File: src/rtl/hazard_if.sv
`default_nettype none
// ============================================================================
// Module   : hazard_if
// Brief    : Decode-side bundle between the decode stage and hazard_scoreboard.
// Revision : 1.0
// ============================================================================
interface hazard_if #(
    parameter int REG_AW = 5,
    parameter int LAT_W  = 4,
    parameter int CNT_W  = 16
);
    logic              issue_valid;
    logic              issue_we;
    logic [REG_AW-1:0] issue_rd;
    logic [LAT_W-1:0]  issue_lat;
    logic [REG_AW-1:0] rs_d;
    logic [REG_AW-1:0] rt_d;
    logic              use_rs;
    logic              use_rt;
    logic              kill_d;
    logic              ext_stall;
    logic              stall_f;
    logic              stall_d;
    logic              flush_e;
    logic              busy;
    logic [CNT_W-1:0]  stall_cnt;

    modport master (
        output issue_valid, issue_we, issue_rd, issue_lat,
        output rs_d, rt_d, use_rs, use_rt, kill_d, ext_stall,
        input  stall_f, stall_d, flush_e, busy, stall_cnt
    );

    modport slave (
        input  issue_valid, issue_we, issue_rd, issue_lat,
        input  rs_d, rt_d, use_rs, use_rt, kill_d, ext_stall,
        output stall_f, stall_d, flush_e, busy, stall_cnt
    );
endinterface
`default_nettype wire

File: src/rtl/hazard_scoreboard.sv
`default_nettype none
// ============================================================================
// Module   : hazard_scoreboard
// Brief    : Per-register countdown scoreboard driving fetch/decode stalls and
//            execute bubbles for RAW and WAW hazards, with a stall counter.
// Revision : 1.0
// ============================================================================
module hazard_scoreboard #(
    parameter int REG_AW = 5,
    parameter int LAT_W  = 4,
    parameter int CNT_W  = 16
) (
    input  logic     clk,
    input  logic     rst_n,
    hazard_if.slave  sb
);
    localparam int c_num_regs = 2 ** REG_AW;

    logic [LAT_W-1:0]      w_pend [c_num_regs];
    logic [c_num_regs-1:0] w_nz;
    logic                  w_raw;
    logic                  w_waw;
    logic                  w_haz;
    logic                  w_accept;
    logic                  w_load;
    logic [CNT_W-1:0]      r_stall_cnt;

    // Register 0 is hard-wired zero, so it never holds a pending write.
    assign w_pend[0] = '0;
    assign w_nz[0]   = 1'b0;

    generate
        for (genvar r = 1; r < c_num_regs; r++) begin : g_entry
            logic [LAT_W-1:0] r_pend;

            always_ff @(posedge clk or negedge rst_n) begin
                if (!rst_n) begin
                    r_pend <= '0;
                end else if (!sb.ext_stall) begin
                    if (w_load && (sb.issue_rd == REG_AW'(r))) begin
                        r_pend <= sb.issue_lat;
                    end else if (r_pend != '0) begin
                        r_pend <= r_pend - LAT_W'(1);
                    end
                end
            end

            assign w_pend[r] = r_pend;
            assign w_nz[r]   = (r_pend != '0);
        end
    endgenerate

    // Hazards look at pend before this cycle's update, so a self-overwriting
    // instruction waits only for the older writer.
    assign w_raw = sb.issue_valid &
                   ((sb.use_rs & (sb.rs_d != '0) & w_nz[sb.rs_d]) |
                    (sb.use_rt & (sb.rt_d != '0) & w_nz[sb.rt_d]));
    assign w_waw = sb.issue_valid & sb.issue_we & (sb.issue_rd != '0) &
                   (w_pend[sb.issue_rd] > sb.issue_lat);
    assign w_haz    = (w_raw | w_waw) & ~sb.kill_d;
    assign w_accept = sb.issue_valid & ~w_haz & ~sb.ext_stall & ~sb.kill_d;
    assign w_load   = w_accept & sb.issue_we & (sb.issue_rd != '0) &
                      (sb.issue_lat != '0);

    always_ff @(posedge clk or negedge rst_n) begin
        if (!rst_n) begin
            r_stall_cnt <= '0;
        end else if (w_haz && !sb.ext_stall && (r_stall_cnt != '1)) begin
            r_stall_cnt <= r_stall_cnt + CNT_W'(1);
        end
    end

    assign sb.stall_f   = w_haz | sb.ext_stall;
    assign sb.stall_d   = w_haz | sb.ext_stall;
    assign sb.flush_e   = w_haz & ~sb.ext_stall;
    assign sb.busy      = |w_nz;
    assign sb.stall_cnt = r_stall_cnt;
endmodule
`default_nettype wire
File: src/flat_wrapper.sv
// flat-port wrapper written by rule: the top's interface ports become plain ports
module hazard_scoreboard_flat 
#(
    parameter int REG_AW = 5,
    parameter int LAT_W  = 4,
    parameter int CNT_W  = 16
)
  (clk, rst_n, sb_issue_valid, sb_issue_we, sb_issue_rd, sb_issue_lat, sb_rs_d, sb_rt_d, sb_use_rs, sb_use_rt, sb_kill_d, sb_ext_stall, sb_stall_f, sb_stall_d, sb_flush_e, sb_busy, sb_stall_cnt);
  hazard_if #(.REG_AW(REG_AW), .LAT_W(LAT_W), .CNT_W(CNT_W)) sb_i ();
  input  logic clk;
  input  logic rst_n;
  input wire logic [$bits(sb_i.issue_valid)-1:0] sb_issue_valid;
  input wire logic [$bits(sb_i.issue_we)-1:0] sb_issue_we;
  input wire logic [$bits(sb_i.issue_rd)-1:0] sb_issue_rd;
  input wire logic [$bits(sb_i.issue_lat)-1:0] sb_issue_lat;
  input wire logic [$bits(sb_i.rs_d)-1:0] sb_rs_d;
  input wire logic [$bits(sb_i.rt_d)-1:0] sb_rt_d;
  input wire logic [$bits(sb_i.use_rs)-1:0] sb_use_rs;
  input wire logic [$bits(sb_i.use_rt)-1:0] sb_use_rt;
  input wire logic [$bits(sb_i.kill_d)-1:0] sb_kill_d;
  input wire logic [$bits(sb_i.ext_stall)-1:0] sb_ext_stall;
  output wire logic [$bits(sb_i.stall_f)-1:0] sb_stall_f;
  output wire logic [$bits(sb_i.stall_d)-1:0] sb_stall_d;
  output wire logic [$bits(sb_i.flush_e)-1:0] sb_flush_e;
  output wire logic [$bits(sb_i.busy)-1:0] sb_busy;
  output wire logic [$bits(sb_i.stall_cnt)-1:0] sb_stall_cnt;
  assign sb_i.issue_valid = sb_issue_valid;
  assign sb_i.issue_we = sb_issue_we;
  assign sb_i.issue_rd = sb_issue_rd;
  assign sb_i.issue_lat = sb_issue_lat;
  assign sb_i.rs_d = sb_rs_d;
  assign sb_i.rt_d = sb_rt_d;
  assign sb_i.use_rs = sb_use_rs;
  assign sb_i.use_rt = sb_use_rt;
  assign sb_i.kill_d = sb_kill_d;
  assign sb_i.ext_stall = sb_ext_stall;
  assign sb_stall_f = sb_i.stall_f;
  assign sb_stall_d = sb_i.stall_d;
  assign sb_flush_e = sb_i.flush_e;
  assign sb_busy = sb_i.busy;
  assign sb_stall_cnt = sb_i.stall_cnt;
  hazard_scoreboard #(.REG_AW(REG_AW), .LAT_W(LAT_W), .CNT_W(CNT_W)) u_core (.clk(clk), .rst_n(rst_n), .sb(sb_i));
endmodule
File: config.mk
export PLATFORM = sky130hd
export DESIGN_NAME = hazard_scoreboard_flat
export DESIGN_NICKNAME = d
export VERILOG_FILES = /design/src/rtl/hazard_if.sv /design/src/rtl/hazard_scoreboard.sv /design/src/flat_wrapper.sv
export SDC_FILE = /design/constraint.sdc
export NUM_CORES = 1
export LEC_CHECK = 0
export ABC_AREA = 0
export ABC_CLOCK_PERIOD_IN_PS = 4900
export CAP_MARGIN = 20
export CORE_MARGIN = 2
export CORE_UTILIZATION = 44
export CTS_CLUSTER_SIZE = 20
export DETAILED_ROUTE_END_ITERATION = 6
export GPL_ROUTABILITY_DRIVEN = 0
export GPL_TIMING_DRIVEN = 0
export PLACE_DENSITY = 0.61
export SLEW_MARGIN = 20
export SYNTH_ARGS = -nofsm -noshare
export SYNTH_HDL_FRONTEND = slang
export SYNTH_SLANG_ARGS = --single-unit
File: constraint.sdc
create_clock -name clk -period 4.9 [get_ports clk]
set_input_delay 0.735 -clock clk [delete_from_list [all_inputs] [get_ports clk]]
set_output_delay 0.735 -clock clk [all_outputs]
set_load 0.02 [all_outputs]
* Yosys cells after proc, flatten, opt, wreduce, memory -nomap -nowiden
Index checks and enable logic that the tools add are counted.
** Storage, ports and cells
- Memory bits (writable) :: 0
- ROM bits :: 0
- Latch bits :: 0
- Output and inout bits :: 20
- Memories :: 0
- Register bits after elaboration :: 140
** Operators by class
- Reduce and logical (&&, ||, !) cells :: 132
- $lt $le $gt $ge :: 4
- Equal/unequal tests :: 32
- Add/subtract/negate cells :: 32
- Divide/modulo/power cells :: 0
- Multiplexer cells :: 69
- Multipliers :: 0
- Shift-type cells :: 0
- Bitwise operators :: 23
** Operator list (count)
- 4-bit 2-to-1 mux :: 64
- 4-bit nonzero test :: 32
- 4-bit by 1-bit subtractor with 4-bit output (second input constant) :: 31
- 5-bit == test (second input constant) :: 16
- 2-bit AND reduction :: 31
- 2-bit nonzero test :: 31
- 5-bit by 4-bit == test with 1-bit output (second input constant) :: 8
- 1-bit logical AND :: 33
- 31-bit OR reduction :: 1
- 4-bit binary-select mux with 5-bit select :: 1
- 5-bit by 3-bit == test with 1-bit output (second input constant) :: 4
- 16-bit by 1-bit adder with 16-bit output (second input constant) :: 1
- 1-bit AND :: 16
- 16-bit inequality test (second input constant) :: 1
- 5-bit nonzero test :: 3
- 5-bit by 6-bit less-than comparator with 1-bit output (second input constant) :: 2
- 1-bit binary-select mux with 5-bit select :: 2
- 5-bit by 2-bit == test with 1-bit output (second input constant) :: 2
- 6-bit greater-or-equal comparator (second input constant) :: 1
- 5-bit NOT with 6-bit output :: 1
- 5-bit by 1-bit == test with 1-bit output (second input constant) :: 1
- 4-bit greater-than comparator :: 1
- 1-bit NOT :: 3
- 1-bit bitwise OR :: 3
- other kinds (2) :: 3

* Depth between registers and ports, before layout
Gate-level depths: netlist of the first run.
- Depth in word-level cells :: 18
- Gate-level depth with buffers :: 19
- Depth with buffers taken out :: 14

* Worst setup path after synthesis of the first run
OpenSTA, ideal clock, no wires.
- Path type :: input -> output
- Start :: input port sb_issue_rd[0]
- End :: output port sb_stall_f
- Setup slack :: -0.445 ns
- Stages :: 15
- Arrival :: 4.610 ns
- Data required time :: 4.165 ns
- Cell sequence :: clkbuf_1 buf_1 mux4_2 mux4_2 mux2_2 ha_1 a21oi_1 nand2_1 a21oi_1 nor2_1 a311oi_4 buf_6 buf_6 nand3_1 buf_4
** Between the ends
- Cells in the longest elaborated chain, start to end :: 9
** Ends and longest elaborated chain
- start, declared :: RTL line flat_wrapper.sv:14 : input wire logic [$bits(sb_i.issue_rd)-1:0] sb_issue_rd;
- 5-bit NOT with 6-bit output (not written as such) :: RTL line hazard_scoreboard.sv:59 : (w_pend[sb.issue_rd] > sb.issue_lat);
- 4-bit binary-select mux with 5-bit select :: RTL line hazard_scoreboard.sv:59
- 4-bit 2-to-1 mux (not written as such) (2 in series) :: RTL line hazard_scoreboard.sv:59
- 4-bit greater-than comparator :: RTL line hazard_scoreboard.sv:59
- 1-bit AND (*) :: RTL line hazard_scoreboard.sv:58 : assign w_waw = sb.issue_valid & sb.issue_we & (sb.issue_rd != '0) &
- 1-bit bitwise OR (*) :: RTL line hazard_scoreboard.sv:60 : assign w_haz = (w_raw | w_waw) & ~sb.kill_d;
- 1-bit AND (*) :: RTL line hazard_scoreboard.sv:60
- 1-bit bitwise OR (*)
- end, declared :: RTL line flat_wrapper.sv:22 : output wire logic [$bits(sb_i.stall_f)-1:0] sb_stall_f;
Mark *: on every way between the ends. The rest lies on a longest branch, timed or not. The select of a mux whose other input is x is not followed.

* Worst setup path in the final report of the first run
- Start :: input port sb_issue_rd[0]
- End :: register u_core.g_entry[31].r_pend[0]
** Between the ends
- Cells in the longest elaborated chain, start to end :: 18
** Ends and longest elaborated chain
- 5-bit NOT with 6-bit output (not written as such) :: RTL line hazard_scoreboard.sv:59
- 4-bit binary-select mux with 5-bit select :: RTL line hazard_scoreboard.sv:59
- 4-bit 2-to-1 mux (not written as such) (2 in series) :: RTL line hazard_scoreboard.sv:59
- 4-bit greater-than comparator :: RTL line hazard_scoreboard.sv:59
- 1-bit AND :: RTL line hazard_scoreboard.sv:58
- 1-bit bitwise OR :: RTL line hazard_scoreboard.sv:60
- 1-bit AND :: RTL line hazard_scoreboard.sv:60
- 1-bit NOT :: RTL line hazard_scoreboard.sv:61 : assign w_accept = sb.issue_valid & ~w_haz & ~sb.ext_stall & ~sb.kill_d;
- 1-bit AND (3 in series) :: RTL line hazard_scoreboard.sv:61
- 1-bit AND (3 in series) :: RTL line hazard_scoreboard.sv:62 : assign w_load = w_accept & sb.issue_we & (sb.issue_rd != '0) &
- 1-bit logical AND (*) :: RTL line hazard_scoreboard.sv:40 : if (w_load && (sb.issue_rd == REG_AW'(r))) begin
- 2-bit nonzero test (no line)
- 2-bit AND reduction (no line)
- end signal, assigned :: RTL line hazard_scoreboard.sv:41 : r_pend <= sb.issue_lat;
- end signal, assigned :: RTL line hazard_scoreboard.sv:43 : r_pend <= r_pend - LAT_W'(1);
- end, declared :: RTL line hazard_scoreboard.sv:34 : logic [LAT_W-1:0] r_pend;
Marks and branches as above.
A chain may end at the register's enable or synchronous reset.

==> results of run 1 <==
-- through the flow --
step / instances / TNS (ns) / setup slack (ns) / hold WS, ns / instance area (um^2)
2_1_floorplan: 1268 / 0 / 0.0795 / 0.439 / 11400
3_3_place_gp: 1637 / -538.97 / -3.25 / 0.475 / 12200
3_5_place_dp: 1639 / -87.77 / -1.52 / 0.486 / 12300
4_1_cts: 1677 / 0 / 0.0115 / 0.328 / 13000
5_1_grt: 1680 / -0.104 / -0.0431 / 0.342 / 13100
6_report: 1680 / -0.0372 / -0.0325 / 0.305 / 13100
-- power by group through the flow --
stage / logic [uW] / clock network [uW] / registers [uW]
after floorplan: 1390 / 0 / 1860
after CTS: 1860 / 1400 / 2000
after global routing: 2110 / 1450 / 2080
final: 1900 / 1390 / 2030
after global placement: 1800 / 0 / 2020
after detailed placement: 1850 / 0 / 2020
-- worst register-to-register path, cell delays in order, from the launching register on --
cell and delay (ns):
sky130_fd_sc_hd__dfrtp_1 0.46, sky130_fd_sc_hd__mux4_2 0.55, sky130_fd_sc_hd__mux4_2 0.54, sky130_fd_sc_hd__mux2_2 0.29, sky130_fd_sc_hd__ha_1 0.31, sky130_fd_sc_hd__a21oi_1 0.14
sky130_fd_sc_hd__nand2_1 0.08, sky130_fd_sc_hd__a21oi_2 0.16, sky130_fd_sc_hd__nor2_2 0.09, sky130_fd_sc_hd__a311oi_4 0.30, sky130_fd_sc_hd__buf_6 0.18, sky130_fd_sc_hd__buf_4 0.21
sky130_fd_sc_hd__buf_4 0.24, sky130_fd_sc_hd__buf_8 0.20, sky130_fd_sc_hd__nand4_1 0.34, sky130_fd_sc_hd__nor2_1 0.35, sky130_fd_sc_hd__a221oi_1 0.12
-- cell families after synthesis --
family | Yosys count | share of synthesized area, %
and+or+nand+nor | 562 | 29.3
AOI/OAI and AO/OA | 297 | 19.7
buffers and inverters | 162 | 5.80
DFF | 140 | 30.7
muxes | 57 | 9.47
adders and majority gates | 36 | 3.95
xor gates and xnor gates | 14 | 1.07
-- layout make-up --
| cell class | instances | area share (%) |
|---|---|---|
| Clock inverter | 15 | 1.33 |
| Tap cell | 330 | 3.15 |
| Sequential cell | 140 | 26.7 |
| Buffer | 87 | 3.64 |
| Clock buffer | 17 | 3.25 |
| Multi-Input combinational cell | 966 | 55.7 |
| Timing Repair Buffer | 53 | 4.17 |
| Inverter | 72 | 2.06 |
-- cell usage in the layout (no fill, tap or decap), drive strengths merged, types with 35 or more instances in the layout --
| cell type | netlist | routed |
|---|---|---|
| nor2 | 64 | 64 |
| dfrtp | 140 | 140 |
| ha | 36 | 36 |
| clkbuf | 66 | 84 |
| a221oi | 38 | 38 |
| and3 | 40 | 40 |
| a221o | 37 | 37 |
| o21ai | 54 | 54 |
| a21oi | 48 | 48 |
| nand2 | 112 | 112 |
| nor2b | 45 | 45 |
| buf | 24 | 38 |
| mux4 | 40 | 40 |
| or3 | 37 | 37 |
| clkdlybuf4s50 | 0 | 35 |
| inv | 72 | 81 |
-- layer usage --
layer  share of wire (%)  up-vias  global-route usage [%]
li1                    -     4979                       -
met5                   0        -                       0
met2                  43      742                    49.6
met3                  11      148                    8.87
met4                 5.3        0                    17.8
met1                  41     5593                    46.7
-- path summary, 6_finish.rpt --
kind,depth (start not counted),from,slack [ns],endpoint
max reg2reg,16,u_core.g_entry[29].r_pend[2],0.15,u_core.g_entry[31].r_pend[0]
min in group clk,1,u_core.sb.stall_cnt[14],0.49,u_core.sb.stall_cnt[14]
min reg2reg,1,u_core.sb.stall_cnt[14],0.49,u_core.sb.stall_cnt[14]
max,18,sb_issue_rd[0],-0.03,u_core.g_entry[31].r_pend[0]
max in group asynchronous,3,rst_n,3.91,u_core.g_entry[3].r_pend[1]
min,2,rst_n,0.30,u_core.g_entry[20].r_pend[2]
-- what timing repair did --
item                                    CTS  global route
gates resized for setup                  27             7
endpoints found under the setup margin  139            11
pin swaps                                 1             1
gates cloned                              1             0
buffers inserted                          7             4
-- sequential cells by signal, indices dropped and copies added, names as in the netlist --
| register | cells |
|---|---|
| u_core.g_entry.r_pend | 124 |
| u_core.sb.stall_cnt | 16 |
==> results.cfg, run 1 <==
[power]
pwr_density_cell_nw_per_um2 = 406
p_seq_share_pct = 38.1
power.switching_fraction_pct = 38.7
p_comb_share_pct = 35.8
power_report.internal_total_uw = 3260
maximum_resistive_drop_on_vdd_uv = 192
clock_share_of_power_pct = 26.1
finalPower_uw = 5320
netSwitchingPower_uw = 2060
leakage_uw = 0.00518

[logic_synthesis]
syn_inst = 1268
yosys-top-cells-count = sky130_fd_sc_hd__dfrtp_1 (140), sky130_fd_sc_hd__nand2_1 (111), sky130_fd_sc_hd__inv_1 (72)
edff_count_synth = 0
yosys_most_used_dff = sky130_fd_sc_hd__dfrtp_1
ys_top_cells_by_area = sky130_fd_sc_hd__dfrtp_1 (31%), sky130_fd_sc_hd__mux4_2 (7.9%), sky130_fd_sc_hd__ha_1 (3.9%)
synth_top_cell_area_share_pct = 30.7
syn_area_per_cell_um2 = 9.00
synth_fp_nets = 1331
ys_seq_elements = 140
async_sr_flop_fraction_pct = 100
synth_top_area_cell = sky130_fd_sc_hd__dfrtp_1
synthMostInstantiatedCell = sky130_fd_sc_hd__dfrtp_1
synth-warning-count = 0
yosysSeqAreaShare_pct = 30.7
ys_types = 75
synthesized_area_um2 = 11400

[grt]
track_usage_pct = 34.1
grt_max_degree = 89
grt_antenna_before_repair = 0
global_route_wire_length_before_repair_um = 67800
globalRouteOverflowTotal = 0
grt_pass1_vias = 10600

[floorplan]
initial_utilization_pct = 45.1
fp.dieArea_um2 = 27200
placement_rows = 58
die-width_um = 165
core-area_um2 = 25300
top_level_ports = 47
die_height_um = 165

[placed_design]
dp.final_hpwl_um = 32200
io_buffers = 39

[clock_tree]
insertion_delay_ns = 0.45
ctsHtreeMaxLevel = 4
cts_hold_buf = 0
clk_path_buf_depth = 2
clock-root-buffer = sky130_fd_sc_hd__clkbuf_16
cts-buffers-inserted = 17
clock_slew_at_reported_path_ffs_ns = 0.07
tritoncts = yes
num_clock_sinks = 140

[timing]
hold_violations = 0
fin_skew_ns = 0.00953
post-route-worst-setup-slack_ns = -0.0325
worst_slew_pin_slew_ns = 1.15
timing.slew.headroom_pct = 23.1
post-route-min-period_ns = 4.93
fmaxAchievable_ghz = 0.203
post-route-period-util_pct = 101
finalMaxSlewViolations = 0
setup_viol_count_final = 3

[status]
violations = negative setup slack
status = finished with violations

[cells_and_area]
final_layout_size_suffix_gt1_share_pct = 14.1
final-seq-area_um2 = 3500
final.fill_count = 2361
final_core_util_pct = 51.7
layout.nets = 1400
antenna_cells = 0
multi_input_area_um2 = 7290
area_growth_syn_to_layout_pct = 14.8

[setup_path]
crit_family = multiplexers
endpoint_arrival_time_on_the_critical_path_ns = 5.21
worstPathMaxFanout = 10
crit_type = input pin to flip-flop
setup.worst_path.start_class = input pin
cpPeakStageDelay_ns = 0.56
crit_path_top_delay_cell = sky130_fd_sc_hd__mux4_2
worst-endpoint-required_ns = 5.17
worst_path_buffer_plus_inverter_count = 6
crit_path_end_kind = flip-flop
critical_path.cell_chain = clkbuf_8 -> clkbuf_16 -> mux4_2 -> mux4_2 -> mux2_2 -> ha_1 -> a21oi_1 -> nand2_1 -> a21oi_2 -> nor2_2 -> a311oi_4 -> buf_6 -> buf_4 -> buf_4 -> buf_8 -> nand4_1 -> nor2_1 -> a221oi_1

[route]
wirelength_um = 45300
drt_first_iter_violations = 1639
route.detailed.drc = 0
ant_nets = 0
routed_via_density = 6.82
wl_per_cell_um = 27.0
detailed_routing_iterations_pass_1 = 5
route.vias.total = 11500

[hold_path]
min_path_type = input pin to async pin

[job]
max-cap-violations = 0
No activity file was read; power rests on OpenSTA's default activity.
==> inputs of run 2 (changes only) <==
--- a/config.mk
+++ b/config.mk
@@ -14,7 +14,10 @@
 export DETAILED_ROUTE_END_ITERATION = 6
 export GPL_ROUTABILITY_DRIVEN = 0
 export GPL_TIMING_DRIVEN = 0
+export HOLD_SLACK_MARGIN = 0.12
 export PLACE_DENSITY = 0.61
+export RECOVER_POWER = 100
+export REMOVE_ABC_BUFFERS = 1
 export SLEW_MARGIN = 20
 export SYNTH_ARGS = -nofsm -noshare
 export SYNTH_HDL_FRONTEND = slang
==> run 2 against run 1 <==
Compared with the run above:
- the run ends with max-capacitance violations, max-slew violations left
- total power decreased by 4.0%
- cell count decreased by 4.2%
- utilization decreased by 0.84 points
- clock skew increased by 0.013 ns
- worst setup slack improved by 0.18 ns
- sequential power about the same
- die area unchanged
==> results.cfg, run 2 (synthesis results as in run 1) <==
[status]
status = finished with violations
violations = max-capacitance violations, max-slew violations

[power]
netSwitchingPower_uw = 1930
p_seq_share_pct = 39.2
maximum_resistive_drop_on_vdd_uv = 214
power.switching_fraction_pct = 37.7
p_comb_share_pct = 35.7
pwr_density_cell_nw_per_um2 = 397
power_report.internal_total_uw = 3190
leakage_uw = 0.00512
clock_share_of_power_pct = 25.1

[setup_path]
cpPeakStageDelay_ns = 0.45
worstPathMaxFanout = 18
worst-endpoint-required_ns = 4.16
worst_path_buffer_plus_inverter_count = 4
setup.worst_path.start_class = input pin
crit_type = input pin to output pin
crit_family = multiplexers
crit_path_top_delay_cell = sky130_fd_sc_hd__mux4_2
critical_path.cell_chain = buf_8 -> buf_12 -> mux2_2 -> a22o_1 -> mux4_2 -> mux2_2 -> ha_1 -> a21oi_1 -> nand2_1 -> a21oi_1 -> nor2_1 -> a311oi_4 -> buf_8 -> nand3_1 -> buf_2
crit_path_end_kind = output pin
endpoint_arrival_time_on_the_critical_path_ns = 4.02

[cells_and_area]
final_layout_size_suffix_gt1_share_pct = 13.7
area_growth_syn_to_layout_pct = 12.9
layout.nets = 1330
commonest_cells_after_routing_fill_and_taps_aside = sky130_fd_sc_hd__dfrtp_1 (140), sky130_fd_sc_hd__nand2_1 (109), sky130_fd_sc_hd__inv_1 (71)
final.fill_count = 2349
largest_register_ffs = 124
final_common_cell = sky130_fd_sc_hd__dfrtp_1
finalNonFillerCells = 1610
max_flop_register = u_core.g_entry.r_pend
antenna_cells = 0

[placed_design]
detailedPlace.worstSlack_ns = -1.06
io_buffers = 46
placed_cells = 1567
dp.final_hpwl_um = 24200

[clock_tree]
cts-buffers-inserted = 17
clock_slew_at_reported_path_ffs_ns = 0.07
ctsHtreeMaxLevel = 4
insertion_delay_ns = 0.45
clk_path_buf_depth = 2
num_clock_sinks = 140
clock-root-buffer = sky130_fd_sc_hd__clkbuf_16
tritoncts = yes
cts_hold_buf = 0

[floorplan]
initial_utilization_pct = 45.1
die-width_um = 165
fp.dieArea_um2 = 27200
placement_rows = 58
core-area_um2 = 25300
top_level_ports = 47
die_height_um = 165

[route]
wirelength_um = 36700
route.vias.total = 10600
routed_via_density = 6.58
ant_nets = 0
drt_first_iter_violations = 1132
detailed_routing_iterations_pass_1 = 5
route.detailed.drc = 0
wl_per_cell_um = 22.8

[timing]
grt_setup_unrepaired = no
hold_violations = 0
post-route-min-period_ns = 4.75
finalMaxSlewViolations = 67
timing.slew.headroom_pct = -175
worst_slew_pin_slew_ns = 4.13
fin_skew_ns = 0.0224
post-route-period-util_pct = 97.0
post-route-worst-setup-slack_ns = 0.147
fmaxAchievable_ghz = 0.210
setup_viol_count_final = 0

[grt]
grt_antenna_before_repair = 0
global_route_wire_length_before_repair_um = 56600
track_usage_pct = 27.2
globalRouteOverflowTotal = 0
grt_pass1_vias = 9552
grt_max_degree = 122

[hold_path]
min_path_type = flip-flop to flip-flop

[job]
max-cap-violations = 1
-- run 2: changes by cell type in the layout (fill, tap and decap cells not counted), moves of 4 or more --
cell / delta
sky130_fd_sc_hd__clkbuf_1: -52
sky130_fd_sc_hd__dlygate4sd3_1: +16
sky130_fd_sc_hd__clkdlybuf4s50_1: -14
sky130_fd_sc_hd__buf_2: -11
sky130_fd_sc_hd__clkbuf_2: -6
sky130_fd_sc_hd__inv_6: -5
sky130_fd_sc_hd__buf_1: -4
sky130_fd_sc_hd__nor2_4: +4
sky130_fd_sc_hd__nor3b_1: +4
sky130_fd_sc_hd__nor3b_2: -4
-- run 2: final timing paths --
kind | start | endpoint | slack [ns] | cells past startpoint
worst max register to register | u_core.g_entry[31].r_pend[2] | u_core.g_entry[23].r_pend[0] | 0.37 | 15
worst min register to register | u_core.sb.stall_cnt[6] | u_core.sb.stall_cnt[6] | 0.49 | 1
min in group asynchronous | rst_n | u_core.g_entry[22].r_pend[2] | 1.74 | 1
max in group asynchronous | rst_n | u_core.g_entry[31].r_pend[0] | 0.85 | 1
worst min-delay path | u_core.sb.stall_cnt[6] | u_core.sb.stall_cnt[6] | 0.49 | 1
worst max-delay path | sb_issue_rd[1] | sb_stall_f | 0.15 | 15
-- run 2: timing repair --
action,4_1_cts,5_1_grt
cloned,1,1
setup buffers,1,8
resized for setup,16,11
pin swaps,1,1
endpoints found under the setup margin,55,3
-- run 2: layout make-up --
type	count	area [um^2]	area share [%]
clock buffers	19	433	3.36
clock inverters	13	119	0.922
inverters	72	273	2.12
multi-input cells	966	7310	56.7
flip-flops and latches	140	3500	27.2
well taps	330	413	3.20
repair buffers	70	838	6.50
-- run 2: metrics by stage --
stage / area [um^2] / hold slack (ns) / total power [uW] / TNS, ns / util, %
after floorplan: 11000 / 0.439 / 3190 / -0.771 / -
after global placement: 11900 / 0.475 / 3740 / -1447.81 / 47.0
after detailed placement: 12200 / 0.483 / 3800 / -58.01 / 48.1
after CTS: 12800 / 0.288 / 5090 / 0 / 50.5
after global routing: 12900 / 0.520 / 5450 / 0 / 50.9
final: 12900 / 0.488 / 5110 / 0 / 50.9
-- run 2: per-layer routing --
metal	vias up	global-route usage, %	wire length [um]
li1	4848	-	-
met3	57	3.37	2280
met2	443	42.7	16800
met4	0	9.60	1140
met5	-	0	0
met1	5242	38.7	16500
-- run 2: worst reg2reg max path: stages (launching register included) --
cell and delay, ns:
sky130_fd_sc_hd__dfrtp_1 0.45, sky130_fd_sc_hd__mux4_2 0.55, sky130_fd_sc_hd__mux4_2 0.55, sky130_fd_sc_hd__mux2_2 0.29, sky130_fd_sc_hd__ha_1 0.31, sky130_fd_sc_hd__a21oi_1 0.14
sky130_fd_sc_hd__nand2_1 0.07, sky130_fd_sc_hd__a21oi_1 0.14, sky130_fd_sc_hd__nor2_1 0.10, sky130_fd_sc_hd__a311oi_4 0.38, sky130_fd_sc_hd__buf_4 0.18, sky130_fd_sc_hd__buf_4 0.17
sky130_fd_sc_hd__buf_6 0.18, sky130_fd_sc_hd__and4_1 0.41, sky130_fd_sc_hd__nand2_1 0.15, sky130_fd_sc_hd__o311a_1 0.33
-- run 2: power by group through the flow --
stage / clock, uW / combinational (uW) / sequential, uW
after CTS: 1290 / 1810 / 1990
after floorplan: 0 / 1330 / 1860
after global routing: 1340 / 2040 / 2070
final: 1280 / 1830 / 2000
after global placement: 0 / 1740 / 2000
after detailed placement: 0 / 1800 / 2000
